`src/rtl/uart_pkg.sv`:
```
// uart_pkg: shared definitions for the UART core.
//   - parity mode constants (PAR_NONE / PAR_EVEN / PAR_ODD)
//   - TX and RX state encodings
//   - parity_bit(): parity bit for a data word under a given mode
package uart_pkg;

  localparam int PAR_NONE = 0;
  localparam int PAR_EVEN = 1;
  localparam int PAR_ODD  = 2;

  typedef enum logic [2:0] {
    TX_IDLE,
    TX_START,
    TX_DATA,
    TX_PARITY,
    TX_STOP
  } tx_state_t;

  typedef enum logic [2:0] {
    RX_IDLE,
    RX_START,
    RX_DATA,
    RX_PARITY,
    RX_STOP,
    RX_WAIT_HIGH
  } rx_state_t;

  // Data is passed zero-extended to 9 bits; the extra zeros do not change
  // the XOR, so one function serves every DATA_BITS setting.
  function automatic logic parity_bit(input logic [8:0] data, input int mode);
    logic p;
    p = ^data;
    return (mode == PAR_ODD) ? ~p : p;
  endfunction

endpackage

```
`src/rtl/uart_baud_tick.sv`:
```
// uart_baud_tick: oversample tick generator.
//   clk   - master clock
//   rst_n - synchronous active-low reset
//   clr   - reload the counter (no tick on that cycle)
//   tick  - one-cycle pulse every CLK_DIV cycles
module uart_baud_tick #(
  parameter int CLK_DIV = 1302
) (
  input  logic clk,
  input  logic rst_n,
  input  logic clr,
  output logic tick
);

  localparam int CW = $clog2(CLK_DIV);
  localparam logic [CW-1:0] RELOAD = CW'(CLK_DIV - 1);

  logic [CW-1:0] cnt_reg;

  always_ff @(posedge clk) begin
    if (!rst_n || clr) begin
      cnt_reg <= RELOAD;
    end else if (cnt_reg == '0) begin
      cnt_reg <= RELOAD;
    end else begin
      cnt_reg <= cnt_reg - CW'(1);
    end
  end

  assign tick = (cnt_reg == '0) && !clr;

endmodule

```
`src/rtl/uart_core.sv`:
```
// uart_core: parametrised UART transceiver.
//   clk, rst_n            - master clock, synchronous active-low reset
//   rx / tx               - serial pins, idle high
//   tx_valid/tx_data/tx_ready - transmit handshake; tx_busy while a frame is out
//   rx_valid              - one-cycle strobe per received frame
//   rx_data               - last received word, held until next rx_valid
//   rx_parity_err/rx_frame_err - error flags qualified by rx_valid
//   rx_busy               - receiver not idle
module uart_core
  import uart_pkg::*;
#(
  parameter int CLK_DIV    = 1302,
  parameter int OVERSAMPLE = 16,
  parameter int DATA_BITS  = 8,
  parameter int PARITY     = 0,
  parameter int STOP_BITS  = 1
) (
  input  logic                 clk,
  input  logic                 rst_n,
  input  logic                 rx,
  output logic                 tx,
  input  logic                 tx_valid,
  input  logic [DATA_BITS-1:0] tx_data,
  output logic                 tx_ready,
  output logic                 tx_busy,
  output logic                 rx_valid,
  output logic [DATA_BITS-1:0] rx_data,
  output logic                 rx_parity_err,
  output logic                 rx_frame_err,
  output logic                 rx_busy
);

  localparam int TW = $clog2(OVERSAMPLE);
  localparam int BW = $clog2(DATA_BITS);
  localparam logic [TW-1:0] OS_LAST   = TW'(OVERSAMPLE - 1);
  localparam logic [TW-1:0] HALF_LAST = TW'(OVERSAMPLE / 2 - 1);
  localparam logic [BW-1:0] BIT_LAST  = BW'(DATA_BITS - 1);
  localparam logic          STOP_LAST = 1'(STOP_BITS - 1);

  // ---------------------------------------------------------------- TX
  tx_state_t            tx_state_reg, tx_state_next;
  logic [DATA_BITS-1:0] tx_shift_reg, tx_shift_next;
  logic                 tx_par_reg, tx_par_next;
  logic [BW-1:0]        tx_bit_reg, tx_bit_next;
  logic                 tx_stop_reg, tx_stop_next;
  logic [TW-1:0]        tx_os_reg, tx_os_next;
  logic                 tx_reg, tx_next;
  logic                 tx_clr, tx_tick, tx_bit_end;

  uart_baud_tick #(.CLK_DIV(CLK_DIV)) u_tx_tick (
    .clk  (clk),
    .rst_n(rst_n),
    .clr  (tx_clr),
    .tick (tx_tick)
  );

  assign tx_bit_end = tx_tick && (tx_os_reg == OS_LAST);

  always_comb begin
    tx_state_next = tx_state_reg;
    tx_shift_next = tx_shift_reg;
    tx_par_next   = tx_par_reg;
    tx_bit_next   = tx_bit_reg;
    tx_stop_next  = tx_stop_reg;
    tx_os_next    = tx_os_reg;
    tx_clr        = 1'b0;
    tx_next       = 1'b1;
    if (tx_tick) begin
      tx_os_next = (tx_os_reg == OS_LAST) ? '0 : tx_os_reg + TW'(1);
    end
    case (tx_state_reg)
      TX_IDLE: begin
        if (tx_valid) begin
          tx_shift_next = tx_data;
          tx_par_next   = parity_bit(9'(tx_data), PARITY);
          tx_clr        = 1'b1;
          tx_os_next    = '0;
          tx_bit_next   = '0;
          tx_stop_next  = 1'b0;
          tx_state_next = TX_START;
        end
      end
      TX_START: begin
        if (tx_bit_end) tx_state_next = TX_DATA;
      end
      TX_DATA: begin
        if (tx_bit_end) begin
          tx_shift_next = tx_shift_reg >> 1;
          if (tx_bit_reg == BIT_LAST) begin
            tx_state_next = (PARITY == PAR_NONE) ? TX_STOP : TX_PARITY;
          end else begin
            tx_bit_next = tx_bit_reg + BW'(1);
          end
        end
      end
      TX_PARITY: begin
        if (tx_bit_end) tx_state_next = TX_STOP;
      end
      TX_STOP: begin
        if (tx_bit_end) begin
          if (tx_stop_reg == STOP_LAST) tx_state_next = TX_IDLE;
          else tx_stop_next = 1'b1;
        end
      end
      default: tx_state_next = TX_IDLE;
    endcase
    // Line level is registered from the next state so the pin never glitches.
    case (tx_state_next)
      TX_START:  tx_next = 1'b0;
      TX_DATA:   tx_next = tx_shift_next[0];
      TX_PARITY: tx_next = tx_par_next;
      default:   tx_next = 1'b1;
    endcase
  end

  always_ff @(posedge clk) begin
    if (!rst_n) begin
      tx_state_reg <= TX_IDLE;
      tx_shift_reg <= '0;
      tx_par_reg   <= 1'b0;
      tx_bit_reg   <= '0;
      tx_stop_reg  <= 1'b0;
      tx_os_reg    <= '0;
      tx_reg       <= 1'b1;
    end else begin
      tx_state_reg <= tx_state_next;
      tx_shift_reg <= tx_shift_next;
      tx_par_reg   <= tx_par_next;
      tx_bit_reg   <= tx_bit_next;
      tx_stop_reg  <= tx_stop_next;
      tx_os_reg    <= tx_os_next;
      tx_reg       <= tx_next;
    end
  end

  assign tx       = tx_reg;
  assign tx_ready = (tx_state_reg == TX_IDLE);
  assign tx_busy  = !tx_ready;

  // ---------------------------------------------------------------- RX
  logic [1:0]           rx_sync_reg;
  logic                 rx_s;
  rx_state_t            rx_state_reg, rx_state_next;
  logic [DATA_BITS-1:0] rx_shift_reg, rx_shift_next;
  logic                 rx_par_reg, rx_par_next;
  logic [BW-1:0]        rx_bit_reg, rx_bit_next;
  logic [TW-1:0]        rx_os_reg, rx_os_next;
  logic                 rx_valid_reg, rx_valid_next;
  logic [DATA_BITS-1:0] rx_data_reg, rx_data_next;
  logic                 rx_perr_reg, rx_perr_next;
  logic                 rx_ferr_reg, rx_ferr_next;
  logic                 rx_clr, rx_tick, rx_mid, rx_half;

  always_ff @(posedge clk) begin
    if (!rst_n) rx_sync_reg <= 2'b11;
    else        rx_sync_reg <= {rx_sync_reg[0], rx};
  end
  assign rx_s = rx_sync_reg[1];

  uart_baud_tick #(.CLK_DIV(CLK_DIV)) u_rx_tick (
    .clk  (clk),
    .rst_n(rst_n),
    .clr  (rx_clr),
    .tick (rx_tick)
  );

  // rx_half lands mid start bit; every later sample is a full bit further on.
  assign rx_mid  = rx_tick && (rx_os_reg == OS_LAST);
  assign rx_half = rx_tick && (rx_os_reg == HALF_LAST);

  always_comb begin
    rx_state_next = rx_state_reg;
    rx_shift_next = rx_shift_reg;
    rx_par_next   = rx_par_reg;
    rx_bit_next   = rx_bit_reg;
    rx_os_next    = rx_os_reg;
    rx_valid_next = 1'b0;
    rx_data_next  = rx_data_reg;
    rx_perr_next  = rx_perr_reg;
    rx_ferr_next  = rx_ferr_reg;
    rx_clr        = 1'b0;
    if (rx_tick) begin
      rx_os_next = (rx_os_reg == OS_LAST) ? '0 : rx_os_reg + TW'(1);
    end
    case (rx_state_reg)
      RX_IDLE: begin
        if (!rx_s) begin
          rx_clr        = 1'b1;
          rx_os_next    = '0;
          rx_bit_next   = '0;
          rx_state_next = RX_START;
        end
      end
      RX_START: begin
        if (rx_half) begin
          rx_os_next    = '0;
          rx_state_next = rx_s ? RX_IDLE : RX_DATA;
        end
      end
      RX_DATA: begin
        if (rx_mid) begin
          rx_shift_next = {rx_s, rx_shift_reg[DATA_BITS-1:1]};
          if (rx_bit_reg == BIT_LAST) begin
            rx_state_next = (PARITY == PAR_NONE) ? RX_STOP : RX_PARITY;
          end else begin
            rx_bit_next = rx_bit_reg + BW'(1);
          end
        end
      end
      RX_PARITY: begin
        if (rx_mid) begin
          rx_par_next   = rx_s;
          rx_state_next = RX_STOP;
        end
      end
      RX_STOP: begin
        if (rx_mid) begin
          rx_valid_next = 1'b1;
          rx_data_next  = rx_shift_reg;
          rx_perr_next  = (PARITY != PAR_NONE) &&
                          (rx_par_reg != parity_bit(9'(rx_shift_reg), PARITY));
          rx_ferr_next  = !rx_s;
          // A low stop bit parks in WAIT_HIGH so a held break yields one strobe.
          rx_state_next = rx_s ? RX_IDLE : RX_WAIT_HIGH;
        end
      end
      RX_WAIT_HIGH: begin
        if (rx_s) rx_state_next = RX_IDLE;
      end
      default: rx_state_next = RX_IDLE;
    endcase
  end

  always_ff @(posedge clk) begin
    if (!rst_n) begin
      rx_state_reg <= RX_IDLE;
      rx_shift_reg <= '0;
      rx_par_reg   <= 1'b0;
      rx_bit_reg   <= '0;
      rx_os_reg    <= '0;
      rx_valid_reg <= 1'b0;
      rx_data_reg  <= '0;
      rx_perr_reg  <= 1'b0;
      rx_ferr_reg  <= 1'b0;
    end else begin
      rx_state_reg <= rx_state_next;
      rx_shift_reg <= rx_shift_next;
      rx_par_reg   <= rx_par_next;
      rx_bit_reg   <= rx_bit_next;
      rx_os_reg    <= rx_os_next;
      rx_valid_reg <= rx_valid_next;
      rx_data_reg  <= rx_data_next;
      rx_perr_reg  <= rx_perr_next;
      rx_ferr_reg  <= rx_ferr_next;
    end
  end

  assign rx_valid      = rx_valid_reg;
  assign rx_data       = rx_data_reg;
  assign rx_parity_err = rx_perr_reg;
  assign rx_frame_err  = rx_ferr_reg;
  assign rx_busy       = (rx_state_reg != RX_IDLE);

endmodule

```
`config.mk`:
```
export PLATFORM = sky130hd
export DESIGN_NAME = uart_core
export DESIGN_NICKNAME = d
export VERILOG_FILES = /design/src/rtl/uart_pkg.sv /design/src/rtl/uart_baud_tick.sv /design/src/rtl/uart_core.sv
export SDC_FILE = /design/constraint.sdc
export NUM_CORES = 1
export LEC_CHECK = 0
export CAP_MARGIN = 15
export CORE_ASPECT_RATIO = 0.9
export CORE_MARGIN = 10
export CORE_UTILIZATION = 52
export CTS_CLUSTER_DIAMETER = 50
export DETAILED_ROUTE_END_ITERATION = 7
export PLACE_DENSITY = 0.82
export SLEW_MARGIN = 20
export SYNTH_ARGS = -nofsm -noshare
export SYNTH_HDL_FRONTEND = slang
export SYNTH_SLANG_ARGS = --single-unit
export TNS_END_PERCENT = 100
```
`constraint.sdc`:
```
create_clock -name clk -period 2.7 [get_ports clk]
set_clock_uncertainty 0.15 [all_clocks]
set_input_delay 0.27 -clock clk [delete_from_list [all_inputs] [get_ports clk]]
set_output_delay 0.27 -clock clk [all_outputs]
set_load 0.05 [all_outputs]
```
==> results.tsv, run 1 <==
metric	value	unit
crit-path max cell delay	530	ps
share of power burned in registers	0.502	
clock share of power	0.421	
Crit. End Element	register	
CP cell instances	inv_1 > ha_1 > or4b_1 > or4_4 > nor3_4 > buf_12 > mux2i_1 > nor2_1	
# nets final	402	
setup TNS	0	ps
hold buffer count at CTS	0	
Core Area	6080	µm²
number of max-cap violations	0	
Die X	103	µm
synthesized area	3220	µm²
post-DP HPWL	4620	µm
Yosys warnings	0	
clk_lat worst skew	350	ps
HP Class	register to register	
htree depth	3	
GRT Total Usage	0.140	
Core Rows	27	
count of final hold-check violations	0	
Fmax	0.394	GHz
final instance area	3780	µm²
Post-synth ARST share	0	
die area	9760	µm²
worst endpoint required time	2780	ps
Vias/cell	5.78	
n_diodes	0	
postcts setup bufs	0	
EDFF count, synth	0	
Least-Margin Pin Slew	724	ps
share of cells above drive strength 1	0.0959	
post-synth cell types	56	
clock tree buffer depth	2	
switching share of total power	0.230	
WL/cell	14.2	µm
most frequent cells in the layout	dfxtp_1, nor2_1, nand2_1, clkdlybuf4s50_1	
die height	94.7	µm
via count	2645	
clk sinks	72	
sequential area share after synthesis	0.447	
Setup CP Type	register to register	
Mapped Cells	354	
final critical-path required period	2540	ps
Internal	1.70	mW
num ports	27	
Area Overhead vs Synth	17.2	%
WHS	254	ps
Max-slew headroom	0.514	
CP max-delay cell	or4b_1	
status	finished, final reports clean	
CTS tree	done	
antenna violations before repair	0	
RSZ-0062 raised after global routing	false	
# DRC	0	
placed cell area	3550	µm²
# resized after CTS	0	
Total Wirelength	6480	µm
Yosys reg bits	72	
first-pass GRT wire length	10900	µm
Initial Util	0.530	
Synth Area per Inst	9.11	µm²
Synth Net Count	374	
largest net degree at the start of global routing	34	
most common cell after layout, fill and taps aside	dfxtp_1	
clk slew on worst S/H paths	70	ps
Setup crit start kind	register	
Logic pwr share	0.077	
Arrival @ worst endpoint	2620	ps
cts bufs inserted	9	
VDD IR max	0.370	mV
DR iter-0 viols	171	
Antenna Nets Post-Route	0	
Port Buffer Count	25	
NetSw	509	µW
fin crit share	0.941	
first drt pass iteration count	5	
Slew Limit Fails	0	
final estimated routing congestion in global placement	0.811	
setup violators final	0	
Static Leak	1.33	nW
root buf cell	clkbuf_8	
predominant post-synthesis flop cell	dfxtp_1	
PD cells	584	nW/µm²
CP max FO	10	
total gr overflow	0	
vias in the first global route	2371	
[power by group through the flow]
stage / combinational, mW / sequential (mW) / clock (mW)
floorplan: 0.121 / 1.13 / 0
global placement: 0.166 / 1.13 / 0
detailed placement: 0.170 / 1.13 / 0
CTS: 0.171 / 1.11 / 0.956
global route: 0.189 / 1.11 / 0.995
finish: 0.170 / 1.11 / 0.929
[critical path: cells and delay by family, from the launching register on]
kind          cells  cell delay [ps]
mux               1              190
fa+ha+maj         1              200
flops             1              320
simple gates      4             1310
buf+inv           2              240
[area by class of cell]
cell class	count	area [µm²]
Fill cell	500	2300
Multi-Input combinational cell	258	1680
Sequential cell	72	1440
Timing Repair Buffer	32	315
Clock buffer	10	138
Tap cell	72	90.1
Clock inverter	5	81.3
Inverter	9	33.8
[logic make-up after synthesis]
logic type | count (synthesis) | share of synthesized area
and+or+nand+nor | 148 | 0.237
DFF | 72 | 0.447
AOI/OAI and AO/OA | 57 | 0.121
buffers and inverters | 24 | 0.0338
xor gates and xnor gates | 22 | 0.0598
muxes | 22 | 0.0695
adders and majority gates | 8 | 0.0310
other | 1 | 0.00116
[metrics by stage]
stage | std cells | util | worst slack [ps] | power, mW
finish | 458 | 0.622 | 160 | 2.21
global route | 458 | 0.622 | 27.8 | 2.29
CTS | 458 | 0.621 | 161 | 2.23
detailed placement | 443 | 0.585 | 120 | 1.30
global placement | 443 | 0.585 | 173 | 1.30
floorplan | 354 | - | 94.2 | 1.25
[layer usage]
layer | GRT usage | part of all wire
met5 | 0 | 0
met4 | 0.0718 | 0.017
met3 | 0.0577 | 0.091
met2 | 0.208 | 0.46
met1 | 0.169 | 0.44
[path summary, 6_finish.rpt]
check	start	end	slack, ps	cells past startpoint
min	u_rx_tick.cnt_reg[0]	u_rx_tick.cnt_reg[0]	250	1
min reg2reg	u_rx_tick.cnt_reg[0]	u_rx_tick.cnt_reg[0]	250	1
max reg2reg	u_rx_tick.cnt_reg[0]	rx_data[4]	160	8
max	u_rx_tick.cnt_reg[0]	rx_data[4]	160	8
[cells in the mapped netlist (all sizes together) (6+ instances only)]
cell type  count  area [µm²]
dfxtp         72        1440
nor2          49         186
nand2         31         116
a21oi         19        95.1
mux2i         19         190
xnor2         19         166
nor3          14        92.6
clkbuf        12        45.0
nand3          9        45.0
ha             8         100
inv            8        30.0
a22oi          7        52.6
nor4           7        43.8
or3            6        37.5
Power figures use the tool's default switching activity.
==> run 2: changes to the inputs <==
--- a/config.mk
+++ b/config.mk
@@ -7,7 +7,6 @@
 export LEC_CHECK = 0
 export CAP_MARGIN = 15
 export CORE_ASPECT_RATIO = 0.9
-export CORE_MARGIN = 10
 export CORE_UTILIZATION = 52
 export CTS_CLUSTER_DIAMETER = 50
 export DETAILED_ROUTE_END_ITERATION = 7
==> results.tsv, run 2 (same netlist as run 1, synthesis figures left out) <==
metric	value	unit
final estimated routing congestion in global placement	0.857	
Die X	85.0	µm
clk_lat worst skew	340	ps
num ports	27	
setup TNS	0	ps
die area	6520	µm²
clk sinks	72	
count of final hold-check violations	0	
WL/cell	14.3	µm
# nets final	402	
status	finished, final reports clean	
Port Buffer Count	25	
# resized after CTS	0	
hold buffer count at CTS	0	
first-pass GRT wire length	11200	µm
Core Area	5820	µm²
final critical-path required period	2570	ps
first drt pass iteration count	4	
postcts setup bufs	0	
Total Wirelength	6530	µm
Static Leak	1.34	nW
HP Class	register to register	
Arrival @ worst endpoint	2630	ps
CP max FO	10	
via count	2621	
setup violators final	0	
GRT Total Usage	0.217	
n_diodes	0	
Slew Limit Fails	0	
Initial Util	0.554	
Vias/cell	5.74	
PD cells	592	nW/µm²
Setup crit start kind	register	
total gr overflow	0	
most frequent cells in the layout	dfxtp_1, nor2_1, nand2_1, clkdlybuf4s50_1	
root buf cell	clkbuf_8	
Area Overhead vs Synth	17.3	%
final setup margin	134	ps
Antenna Nets Post-Route	0	
Setup CP Type	register to register	
clock tree buffer depth	2	
htree depth	3	
share of cells above drive strength 1	0.0956	
Max-slew headroom	0.510	
# DRC	0	
post-DP HPWL	4590	µm
Min-Delay Startpoint	rx_sync_reg[0]	
number of max-cap violations	0	
Core Rows	26	
worst hold stages	1	
die height	76.7	µm
cts bufs inserted	9	
worst endpoint required time	2770	ps
worst slack, placed	87.6	ps
VDD IR max	0.309	mV
most common cell after layout, fill and taps aside	dfxtp_1	
Crit. End Element	register	
r2r setup slk	130	ps
CTS tree	done	
largest net degree at the start of global routing	34	
RSZ-0062 raised after global routing	false	
Least-Margin Pin Slew	729	ps
hold path endpoint	rx_sync_reg[1]	
RR Startpoint	u_rx_tick.cnt_reg[0]	
RR Endpoint	rx_data[1]	
vias in the first global route	2498	
worst r2r path cells	8	
Fmax	0.390	GHz
fin crit share	0.951	
clk slew on worst S/H paths	80	ps
antenna violations before repair	0	
DR iter-0 viols	143	
run 2: cell count changes in the layout (fill, tap and decap cells not counted), sizes merged:
cell | before | now
clkbuf | 10 | 11
clkinvlp | 1 | 0
clkinv | 3 | 4
run 2: stage by stage:
| stage | cells | hold slack (ps) | utilization | cell area [µm²] | power (mW) |
|---|---|---|---|---|---|
| floorplan | 354 | 221 | - | 3220 | 1.25 |
| detailed placement | 441 | 242 | 0.610 | 3550 | 1.30 |
| finish | 457 | 260 | 0.650 | 3780 | 2.24 |
| CTS | 457 | 259 | 0.650 | 3780 | 2.25 |
| global route | 457 | 300 | 0.650 | 3780 | 2.33 |
| global placement | 441 | 232 | 0.610 | 3550 | 1.30 |
run 2: metal layers:
metal	share of wire	routed length (µm)	up-vias	track usage
met5	0	0	-	0
met4	0.022	145	0	0.105
met3	0.048	311	11	0.0366
met2	0.47	3040	65	0.356
met1	0.46	3030	1227	0.276
li1	-	-	1318	-
run 2: worst max-delay path: stages (launching register included):
cell     delay (ps)
dfxtp_1         340
inv_1            80
ha_1            190
or4b_1          500
or4_4           500
nor3_4          240
buf_12          170
mux2i_1         220
nor2_1           50
run 2: cell type report:
cell class	instances	area [µm²]
clock inverter	5	78.8
timing repair buffer	32	315
fill	461	2040
tap	70	87.6
sequential	72	1440
multi-input combinational	258	1670
clock buffer	11	151
inverter	9	33.8
run 2: worst max-delay path by stage:
stage	endpoint	from	cells after the start	slack, ps
floorplan	tx_busy	tx_state_reg[0]	3	90
global placement	tx_shift_reg[1]	tx_valid	6	170
detailed placement	tx	tx_valid	6	90
CTS	rx_data[1]	u_rx_tick.cnt_reg[0]	8	120
global route	rx_data[1]	u_rx_tick.cnt_reg[0]	8	10
finish	rx_data[1]	u_rx_tick.cnt_reg[0]	8	130
run 2: where the power goes:
part           switching [mW]  internal (mW)
combinational          0.0988         0.0728
clock                   0.391          0.569
sequential             0.0234           1.09
==> run 3: changes to the inputs <==
--- a/config.mk
+++ b/config.mk
@@ -10,6 +10,7 @@
 export CORE_UTILIZATION = 52
 export CTS_CLUSTER_DIAMETER = 50
 export DETAILED_ROUTE_END_ITERATION = 7
+export GPL_ROUTABILITY_DRIVEN = 0
 export PLACE_DENSITY = 0.82
 export SLEW_MARGIN = 20
 export SYNTH_ARGS = -nofsm -noshare
==> results of run 3 <==
Same layout as run 2: the final DEF is identical, and so are final timing and power.
